<file path="config.mk">
export PLATFORM = sky130hd
export DESIGN_NAME = eq_band_regs_flat
export DESIGN_NICKNAME = d
export VERILOG_FILES = /design/src/rtl/eq_band_regs_if.sv /design/src/rtl/eq_band_regs.sv /design/src/flat_wrapper.sv
export SDC_FILE = /design/constraint.sdc
export NUM_CORES = 1
export LEC_CHECK = 0
export ABC_AREA = 1
export BUFFER_PORTS_ARGS = -buffer_cell sky130_fd_sc_hd__buf_2
export CAP_MARGIN = 40
export CORE_MARGIN = 2
export CORE_UTILIZATION = 40
export CTS_BUF_LIST = sky130_fd_sc_hd__clkbuf_4
export DETAILED_ROUTE_END_ITERATION = 8
export PLACE_DENSITY = 0.61
export RECOVER_POWER = 50
export SKIP_LAST_GASP = 1
export SLEW_MARGIN = 10
export SYNTH_ARGS = -nofsm -noshare
export SYNTH_HDL_FRONTEND = slang
export SYNTH_SLANG_ARGS = --single-unit
export TNS_END_PERCENT = 20
</file>
<file path="constraint.sdc">
create_clock -name clk -period 9.8 [get_ports clk]
set_input_delay 2.45 -clock clk [delete_from_list [all_inputs] [get_ports clk]]
set_output_delay 2.45 -clock clk [all_outputs]
set_load 0.005 [all_outputs]
</file>
<file path="src/rtl/eq_band_regs_if.sv">
// Avalon-MM slave bus for the equalizer band register bank.
// readdata is returned one cycle after chipselect&&read; the bus is never stalled.
// No waitrequest: every access completes in one cycle.
interface eq_band_regs_if #(
    parameter int ADDR_W = 4,
    parameter int DATA_W = 16
);
    logic              chipselect;
    logic              write;
    logic              read;
    logic [ADDR_W-1:0] address;
    logic [DATA_W-1:0] writedata;
    logic [DATA_W-1:0] readdata;

    modport master (
        output chipselect, write, read, address, writedata,
        input  readdata
    );

    modport slave (
        input  chipselect, write, read, address, writedata,
        output readdata
    );
endinterface

</file>
<file path="src/rtl/eq_band_regs.sv">
// Equalizer band registers: pending levels committed atomically at frame_start; optional peak-hold (EQ_PEAK_HOLD_EN).
// Latency: readdata, band_level and band_peak are all registered, one cycle after their request.
// Backpressure: none; bus accesses and frame_start are accepted every cycle.
module eq_band_regs #(
    parameter int NUM_BANDS   = 12,
    parameter int LEVEL_W     = 10,
    parameter int DATA_W      = 16,
    parameter int ADDR_W      = 4,
    parameter int LEVEL_RESET = 412,
    parameter int HOLD_FRAMES = 30,
    parameter int DECAY_STEP  = 8
) (
    input  logic                         clk,
    input  logic                         reset_n,
    eq_band_regs_if.slave                bus,
    input  logic                         frame_start,
    input  logic [$clog2(NUM_BANDS)-1:0] band_sel,
    output logic [LEVEL_W-1:0]           band_level,
    output logic [LEVEL_W-1:0]           band_peak,
    output logic                         commit_pending
);

    localparam int IDX_W = $clog2(NUM_BANDS);
    localparam logic [LEVEL_W-1:0] LVL_RST = LEVEL_W'(LEVEL_RESET);

    logic rst_meta_n;
    logic rst_n;

    logic [LEVEL_W-1:0] pending_q  [NUM_BANDS];
    logic [LEVEL_W-1:0] active_q   [NUM_BANDS];
    logic [LEVEL_W-1:0] level_post [NUM_BANDS];
    logic [7:0]         frame_cnt_q;

    logic               wr_en;
    logic               rd_en;
    logic               addr_is_level;
    logic               addr_is_ctrl;
    logic               addr_is_status;
    logic [IDX_W-1:0]   addr_idx;
    logic               arm;
    logic               commit;
    logic               sel_ok;
    logic [LEVEL_W-1:0] wr_level;
    logic [DATA_W-1:0]  status_word;
    logic [DATA_W-1:0]  rd_mux;

    // Reset asserts asynchronously but releases two clocks later, in step with clk.
    always_ff @(posedge clk or negedge reset_n) begin
        if (!reset_n) begin
            rst_meta_n <= 1'b0;
            rst_n      <= 1'b0;
        end else begin
            rst_meta_n <= 1'b1;
            rst_n      <= rst_meta_n;
        end
    end

    always_comb begin
        wr_en          = bus.chipselect && bus.write;
        rd_en          = bus.chipselect && bus.read;
        addr_idx       = bus.address[IDX_W-1:0];
        addr_is_level  = int'(bus.address) < NUM_BANDS;
        addr_is_ctrl   = bus.address == ADDR_W'(NUM_BANDS);
        addr_is_status = bus.address == ADDR_W'(NUM_BANDS + 1);
        arm            = wr_en && addr_is_ctrl && bus.writedata[0];
        commit         = frame_start && commit_pending;
        sel_ok         = int'(band_sel) < NUM_BANDS;
        // Any bit set above the level field saturates to full scale.
        if ((bus.writedata >> LEVEL_W) != '0) wr_level = '1;
        else                                  wr_level = bus.writedata[LEVEL_W-1:0];
    end

    always_comb begin
        status_word       = '0;
        status_word[0]    = commit_pending;
        status_word[15:8] = frame_cnt_q;
        rd_mux            = '0;
        if (addr_is_level)       rd_mux = DATA_W'(pending_q[addr_idx]);
        else if (addr_is_status) rd_mux = status_word;
    end

    // Level seen by this frame's peak tracker: the committed value if a commit fires now.
    always_comb begin
        for (int i = 0; i < NUM_BANDS; i++)
            level_post[i] = commit ? pending_q[i] : active_q[i];
    end

    always_ff @(posedge clk or negedge rst_n) begin
        if (!rst_n) begin
            for (int i = 0; i < NUM_BANDS; i++) pending_q[i] <= LVL_RST;
        end else if (wr_en && addr_is_level) begin
            pending_q[addr_idx] <= wr_level;
        end
    end

    // Commit reads pending_q before this edge's write lands, so a coincident write waits.
    always_ff @(posedge clk or negedge rst_n) begin
        if (!rst_n) begin
            for (int i = 0; i < NUM_BANDS; i++) active_q[i] <= LVL_RST;
        end else if (commit) begin
            for (int i = 0; i < NUM_BANDS; i++) active_q[i] <= pending_q[i];
        end
    end

    always_ff @(posedge clk or negedge rst_n) begin
        if (!rst_n) begin
            commit_pending <= 1'b0;
            frame_cnt_q    <= 8'd0;
            bus.readdata   <= '0;
        end else begin
            if (arm)         commit_pending <= 1'b1;
            else if (commit) commit_pending <= 1'b0;
            if (frame_start) frame_cnt_q <= frame_cnt_q + 8'd1;
            if (rd_en)       bus.readdata <= rd_mux;
        end
    end

    always_ff @(posedge clk or negedge rst_n) begin
        if (!rst_n) band_level <= '0;
        else        band_level <= sel_ok ? active_q[band_sel] : '0;
    end

`ifdef EQ_PEAK_HOLD_EN
    localparam int HOLD_W = $clog2(HOLD_FRAMES + 2);
    localparam logic [HOLD_W-1:0]  HOLD_INIT = HOLD_W'(HOLD_FRAMES);
    localparam logic [LEVEL_W:0]   DSTEP_W   = (LEVEL_W + 1)'(DECAY_STEP);
    localparam logic [LEVEL_W-1:0] DSTEP_L   = DSTEP_W[LEVEL_W-1:0];

    logic [LEVEL_W-1:0] peak_q [NUM_BANDS];
    logic [HOLD_W-1:0]  hold_q [NUM_BANDS];

    always_ff @(posedge clk or negedge rst_n) begin
        if (!rst_n) begin
            for (int i = 0; i < NUM_BANDS; i++) begin
                peak_q[i] <= LVL_RST;
                hold_q[i] <= '0;
            end
        end else if (frame_start) begin
            for (int i = 0; i < NUM_BANDS; i++) begin
                if (level_post[i] >= peak_q[i]) begin
                    peak_q[i] <= level_post[i];
                    hold_q[i] <= HOLD_INIT;
                end else if (hold_q[i] != '0) begin
                    hold_q[i] <= hold_q[i] - HOLD_W'(1);
                end else if ({1'b0, peak_q[i] - level_post[i]} > DSTEP_W) begin
                    peak_q[i] <= peak_q[i] - DSTEP_L;
                end else begin
                    // Decay would cross the live level: clamp onto it.
                    peak_q[i] <= level_post[i];
                end
            end
        end
    end

    always_ff @(posedge clk or negedge rst_n) begin
        if (!rst_n) band_peak <= '0;
        else        band_peak <= sel_ok ? peak_q[band_sel] : '0;
    end
`else
    assign band_peak = band_level;
`endif

endmodule

</file>
<file path="src/flat_wrapper.sv">
// flat-port wrapper written by rule: the top's interface ports become plain ports
module eq_band_regs_flat 
#(
    parameter int NUM_BANDS   = 12,
    parameter int LEVEL_W     = 10,
    parameter int DATA_W      = 16,
    parameter int ADDR_W      = 4,
    parameter int LEVEL_RESET = 412,
    parameter int HOLD_FRAMES = 30,
    parameter int DECAY_STEP  = 8
)
  (clk, reset_n, frame_start, band_sel, band_level, band_peak, commit_pending, bus_chipselect, bus_write, bus_read, bus_address, bus_writedata, bus_readdata);
  eq_band_regs_if #(.ADDR_W(ADDR_W), .DATA_W(DATA_W)) bus_i ();
  input  logic clk;
  input  logic reset_n;
  input  logic frame_start;
  input  logic [$clog2(NUM_BANDS)-1:0] band_sel;
  output logic [LEVEL_W-1:0] band_level;
  output logic [LEVEL_W-1:0] band_peak;
  output logic commit_pending;
  input wire logic [$bits(bus_i.chipselect)-1:0] bus_chipselect;
  input wire logic [$bits(bus_i.write)-1:0] bus_write;
  input wire logic [$bits(bus_i.read)-1:0] bus_read;
  input wire logic [$bits(bus_i.address)-1:0] bus_address;
  input wire logic [$bits(bus_i.writedata)-1:0] bus_writedata;
  output wire logic [$bits(bus_i.readdata)-1:0] bus_readdata;
  assign bus_i.chipselect = bus_chipselect;
  assign bus_i.write = bus_write;
  assign bus_i.read = bus_read;
  assign bus_i.address = bus_address;
  assign bus_i.writedata = bus_writedata;
  assign bus_readdata = bus_i.readdata;
  eq_band_regs #(.NUM_BANDS(NUM_BANDS), .LEVEL_W(LEVEL_W), .DATA_W(DATA_W), .ADDR_W(ADDR_W), .LEVEL_RESET(LEVEL_RESET), .HOLD_FRAMES(HOLD_FRAMES), .DECAY_STEP(DECAY_STEP)) u_core (.clk(clk), .reset_n(reset_n), .bus(bus_i), .frame_start(frame_start), .band_sel(band_sel), .band_level(band_level), .band_peak(band_peak), .commit_pending(commit_pending));
endmodule
</file>
# Yosys cells after proc, flatten, opt, wreduce, memory -nomap -nowiden
# Cells that the tools add are included.
word_totals:
  ff_bits: 277
  elab_cells: 64
  output_inout_bits: 37
  inputBits: 30
op_classes:
  n_addsub: 1
  magnitude_cmp: 5
  mux: 15
  bitwise_logic: 2
  n_reduce_logical: 9
  n_eq_ne: 2
ops:
  columns: ["op", "n"]
  rows:
  - ["$bwmux W120", 1]
  - ["$bmux W10 S4", 2]
  - ["$mux W10", 7]
  - ["$demux W10 S4", 1]
  - ["$mux W16", 2]
  - ["$reduce_bool A16 Y1", 1]
  - ["$ge A5 B5 Y1 const B", 2]
  - ["$not A4 Y5", 2]
  - ["$add A8 B1 Y8 const B", 1]
  - ["$eq A4 B4 Y1 const B", 2]
  - ["$lt A4 B4 Y1 const B", 2]
  - ["$logic_and A1 B1 Y1", 7]
  - ["$lt A5 B1 Y1 const B", 1]
  - ["$mux W1", 2]
  - ["$reduce_bool A2 Y1", 1]

# Depth between registers and ports, before layout
depth:
  word_depth: 6
  ltp_mapped: 10
  ltp_nobuf: 9

# Worst setup path after synthesis
# Ideal clock, no wire load.
synth_timing:
  kind: "input port to flip-flop"
  startpoint: "input port bus_address[1]"
  endpoint: "register u_core.pending_q[90] (netlist name)"
  required_time_ns: 9.670
  stages: 7
  setup_time_ns: 0.130
  slack_ns: 6.357
  n_path_buf: 2
  t_arrival_ns: 3.313
  cell_sequence: "buf_2 inv_2 nor2_4 nand2_1 nor2_1 clkbuf_1 o21ai_0"
synth_between:
  elab_chain_len: 6
  elab_cells_between_ends: 9
  cone_classes: "3 x order compare; 3 x mux; 1 x bitwise; 2 x reduce/logical"
synth_lines:
  columns: ["item", "line", "source"]
  rows:
  - ["start: declaration", "flat_wrapper.sv:24", "input wire logic [$bits(bus_i.address)-1:0] bus_address;"]
  - ["$not A4 Y5 (implied by the code)", "eq_band_regs.sv:92", "pending_q[addr_idx] <= wr_level;"]
  - ["$ge A5 B5 Y1 (implied by the code) or $lt A5 B1 Y1 (tied branches)", "eq_band_regs.sv:92", null]
  - ["$logic_and A1 B1 Y1 (implied by the code)", "eq_band_regs.sv:92", null]
  - ["$mux W10 (implied by the code)", "eq_band_regs.sv:92", null]
  - ["$demux W10 S4", "eq_band_regs.sv:92", null]
  - ["$bwmux W120", "eq_band_regs.sv:92", null]
  - ["end signal: indexed assignment", "eq_band_regs.sv:92", null]
  - ["end: declaration", "eq_band_regs.sv:29", "logic [LEVEL_W-1:0] pending_q [NUM_BANDS];"]
# Parallel ways exist; a longest one is shown, timed or not.
# A chain may end at the register's enable or synchronous reset.

==> impl_metrics.json <==
{
  "grt_start_max_net_pins": 157,
  "finalPower_uw": 3327,
  "end_kind": "asynchronous set/reset pin",
  "synthAdderAreaFrac": 0.0009745,
  "firstDrtPassIters": 5,
  "post_cts_buffers": 0,
  "die_w_um": 183.2,
  "leakagePower_uw": 0.007146,
  "hold_buffers": 0,
  "grt_pass1_vias": 10300,
  "n_fill_cell": 3168,
  "ys_seq_elements": 277,
  "setup_tns_ps": 0,
  "gr-usage-all-layers": 0.2192,
  "ir_drop_mv": 0.1159,
  "cts_sinks": 277,
  "crit_buf_inv": 1,
  "drc": 0,
  "num_vias": 10570,
  "postSynthAreaPerCell_um2": 8.220,
  "finalWirelength_mm": 35.95,
  "worst_slew_margin_rel": -1.552,
  "arrival_ps": 5290,
  "grt_pass1_wl_mm": 56.87,
  "synthSimpleGateAreaFrac": 0.2018,
  "r2r-end": "u_core.active_q[79]$_DFFE_PN0P_",
  "critical_path_class": "register to asynchronous set/reset pin",
  "cts_tree": "built",
  "overflow": 0,
  "gp_congestion": 0.8660,
  "worstHoldPathType": "register to register",
  "synth-compound-area-share": 0.1428,
  "worstHoldStart": "u_core.rst_meta_n$_DFF_PN0_",
  "root_buffer": "clkbuf_4",
  "syn2layout_area_growth_pct": 12.88,
  "crit_family": "buffers and inverters",
  "antenna_left": 0,
  "drive_above_1_share": 0.2267,
  "dp_hpwl_mm": 23.70,
  "r2r_cells": 1,
  "fp.dieH_um": 183.2,
  "pwr_density_cell_nw_per_um2": 229.6,
  "critPathLaunch": "u_core.rst_n$_DFF_PN0_",
  "finalHoldViolations": 0,
  "setup-violations-final": 0,
  "coreArea_um2": 31560,
  "tightest_slew_ps": 3828,
  "synth_cell_types": 28,
  "netlist_instances": 1562,
  "max-cap-violations": 3,
  "yosys_warnings": 0,
  "cp_max_fo": 156,
  "fin_skew_ps": 38.81,
  "antenna_found_initial": 2,
  "clkTransAtPathRegs_ps": 60,
  "r2r_start": "u_core.rst_n$_DFF_PN0_",
  "start_util": 0.4069,
  "wire_per_inst_um": 17.11,
  "critPathLaunchType": "register",
  "period_minus_slack_ps": 5410,
  "clkLatencyLatePin_ps": 690,
  "port_buffers": 66,
  "rsz0062_at_grt": "false",
  "io_pins": 67,
  "multi_input_area_um2": 4761,
  "fin_ws_ps": 4390,
  "clk_path_buf_depth": 3,
  "ys_seq_area_frac": 0.5515,
  "cpPeakStageDelay_ps": 2770,
  "seqCellArea_um2": 7082,
  "h-tree-depth": 3,
  "synthMuxAreaShare": 0.02017,
  "max_freq_ghz": 0.1848,
  "die_area_um2": 33550,
  "rrSetupSlack_ps": 4390,
  "drt_iter0_drc": 804,
  "fin_nets": 1664,
  "pre_cts_slack_ps": 4604,
  "fin_crit_sh": 0.5520,
  "cts_resized": 0,
  "cpMaxStageDelayCell": "clkbuf_2",
  "vias_per_cell": 5.029,
  "whs_path_depth": 0,
  "slew_violations": 261,
  "synth_xor_area_frac": 0.004775,
  "crit_required_ps": 9680,
  "cts-buffers-inserted": 78,
  "num_rows": 65,
  "status": "finished, violations left",
  "synth_nets": 1593,
  "violations": "capacitance limit, slew limit",
  "hold_path_end": "u_core.rst_n$_DFF_PN0_",
  "path_cells": "clkbuf_2",
  "netlist_area_um2": 12840,
  "synth_top_family_by_area": "simple AND/OR/NAND/NOR gates"
}
## synth_stat cells, drive strengths merged
| cell type | instances | area (um^2) |
|---|---|---|
| a21oi | 83 | 415.4 |
| buf | 57 | 314.1 |
| clkbuf | 48 | 180.2 |
| clkinv | 1 | 3.750 |
| conb | 1 | 3.750 |
| dfrtp | 157 | 3929 |
| dfstp | 120 | 3153 |
| ha | 1 | 12.51 |
| inv | 133 | 499.2 |
| mux2 | 23 | 259.0 |
| nand2 | 484 | 1817 |
| nand3 | 31 | 160.1 |
| nand4 | 1 | 6.260 |
| nor2 | 142 | 540.5 |
| nor3 | 1 | 5.000 |
| o211ai | 30 | 225.2 |
| o21ai | 219 | 1096 |
| o22ai | 1 | 6.260 |
| o31ai | 12 | 90.09 |
| or2 | 10 | 62.56 |
| xnor2 | 2 | 17.52 |
| xor2 | 5 | 43.79 |
## layer usage
| layer | vias to the layer above | global-route usage | share of wire |
|---|---|---|---|
| met5 | - | 0 | 0.00036 |
| met4 | 2 | 0.08736 | 0.028 |
| met3 | 63 | 0.04607 | 0.060 |
| met2 | 281 | 0.3285 | 0.44 |
| met1 | 5066 | 0.3111 | 0.48 |
| li1 | 5154 | - | - |
## cells in the final DEF, fill, tap and decap left out, types with 5 or more instances in the layout
cell type	n
nor2_1	141
mux2_2	23
a21oi_1	83
o211ai_1	30
dfstp_2	120
dfrtp_1	157
inv_1	131
xor2_1	5
o21ai_0	216
clkinv_1	10
buf_2	64
or2_2	10
o31ai_1	12
nand3_1	30
clkbuf_4	129
buf_4	25
nand2_1	484
## area by class of cell
type | instances | area share
well taps | 402 | 0.03470
inverters | 134 | 0.03470
repair buffers | 96 | 0.03798
clock inverters | 16 | 0.008546
flip-flops and latches | 277 | 0.4886
diodes | 1 | 0.0001727
clock buffers | 129 | 0.06682
multi-input cells | 1046 | 0.3285
## logic make-up (layout without fill, tap and decap cells)
| kind of cell | after synthesis | after routing |
|---|---|---|
| AOI/OAI and AO/OA | 345 | 345 |
| and+or+nand+nor | 669 | 669 |
| DFF | 277 | 277 |
| xor gates and xnor gates | 7 | 7 |
| adders and majority gates | 1 | 1 |
| muxes | 23 | 23 |
| other | 1 | 2 |
| buffers and inverters | 239 | 375 |
## metrics by stage
stage          hold slack [ps]  utilization  area [um^2]  instances
3_5_place_dp             344.3       0.4264        13460       1955
5_1_grt                  363.1       0.4593        14490       2101
2_1_floorplan            331.2            -        12840       1562
6_report                 353.6       0.4593        14490       2101
4_1_cts                  358.2       0.4610        14550       2100
3_3_place_gp             337.3       0.4239        13380       1948
## how the worst max path moves through the flow
stage	to	slack, ps	cells past startpoint
after floorplan	u_core.active_q[0]$_DFFE_PN0P_	1720	0
after global placement	u_core.pending_q[109]$_DFFE_PN0P_	4280	7
after detailed placement	u_core.pending_q[63]$_DFFE_PN1P_	4600	9
after CTS	u_core.pending_q[67]$_DFFE_PN1P_	5320	9
after global routing	u_core.active_q[81]$_DFFE_PN0P_	3380	1
final	u_core.active_q[79]$_DFFE_PN0P_	4390	1
## registers in the layout, summed over array words and instances, names as in the netlist
register and flops:
u_core.frame_cnt_q 8, u_core.pending_q 120, u_core.commit_pending 1, u_core.bus.readdata 16
u_core.rst_meta_n 1, u_core.active_q 120, u_core.rst_n 1, u_core.band_level 10
## report_power, final
part | leakage, uW | internal (uW) | switching (uW)
clock | 0.000652 | 647 | 496
sequential | 0.00316 | 1490 | 151
combinational | 0.00334 | 205 | 341
(Power assumes the default switching activity.)
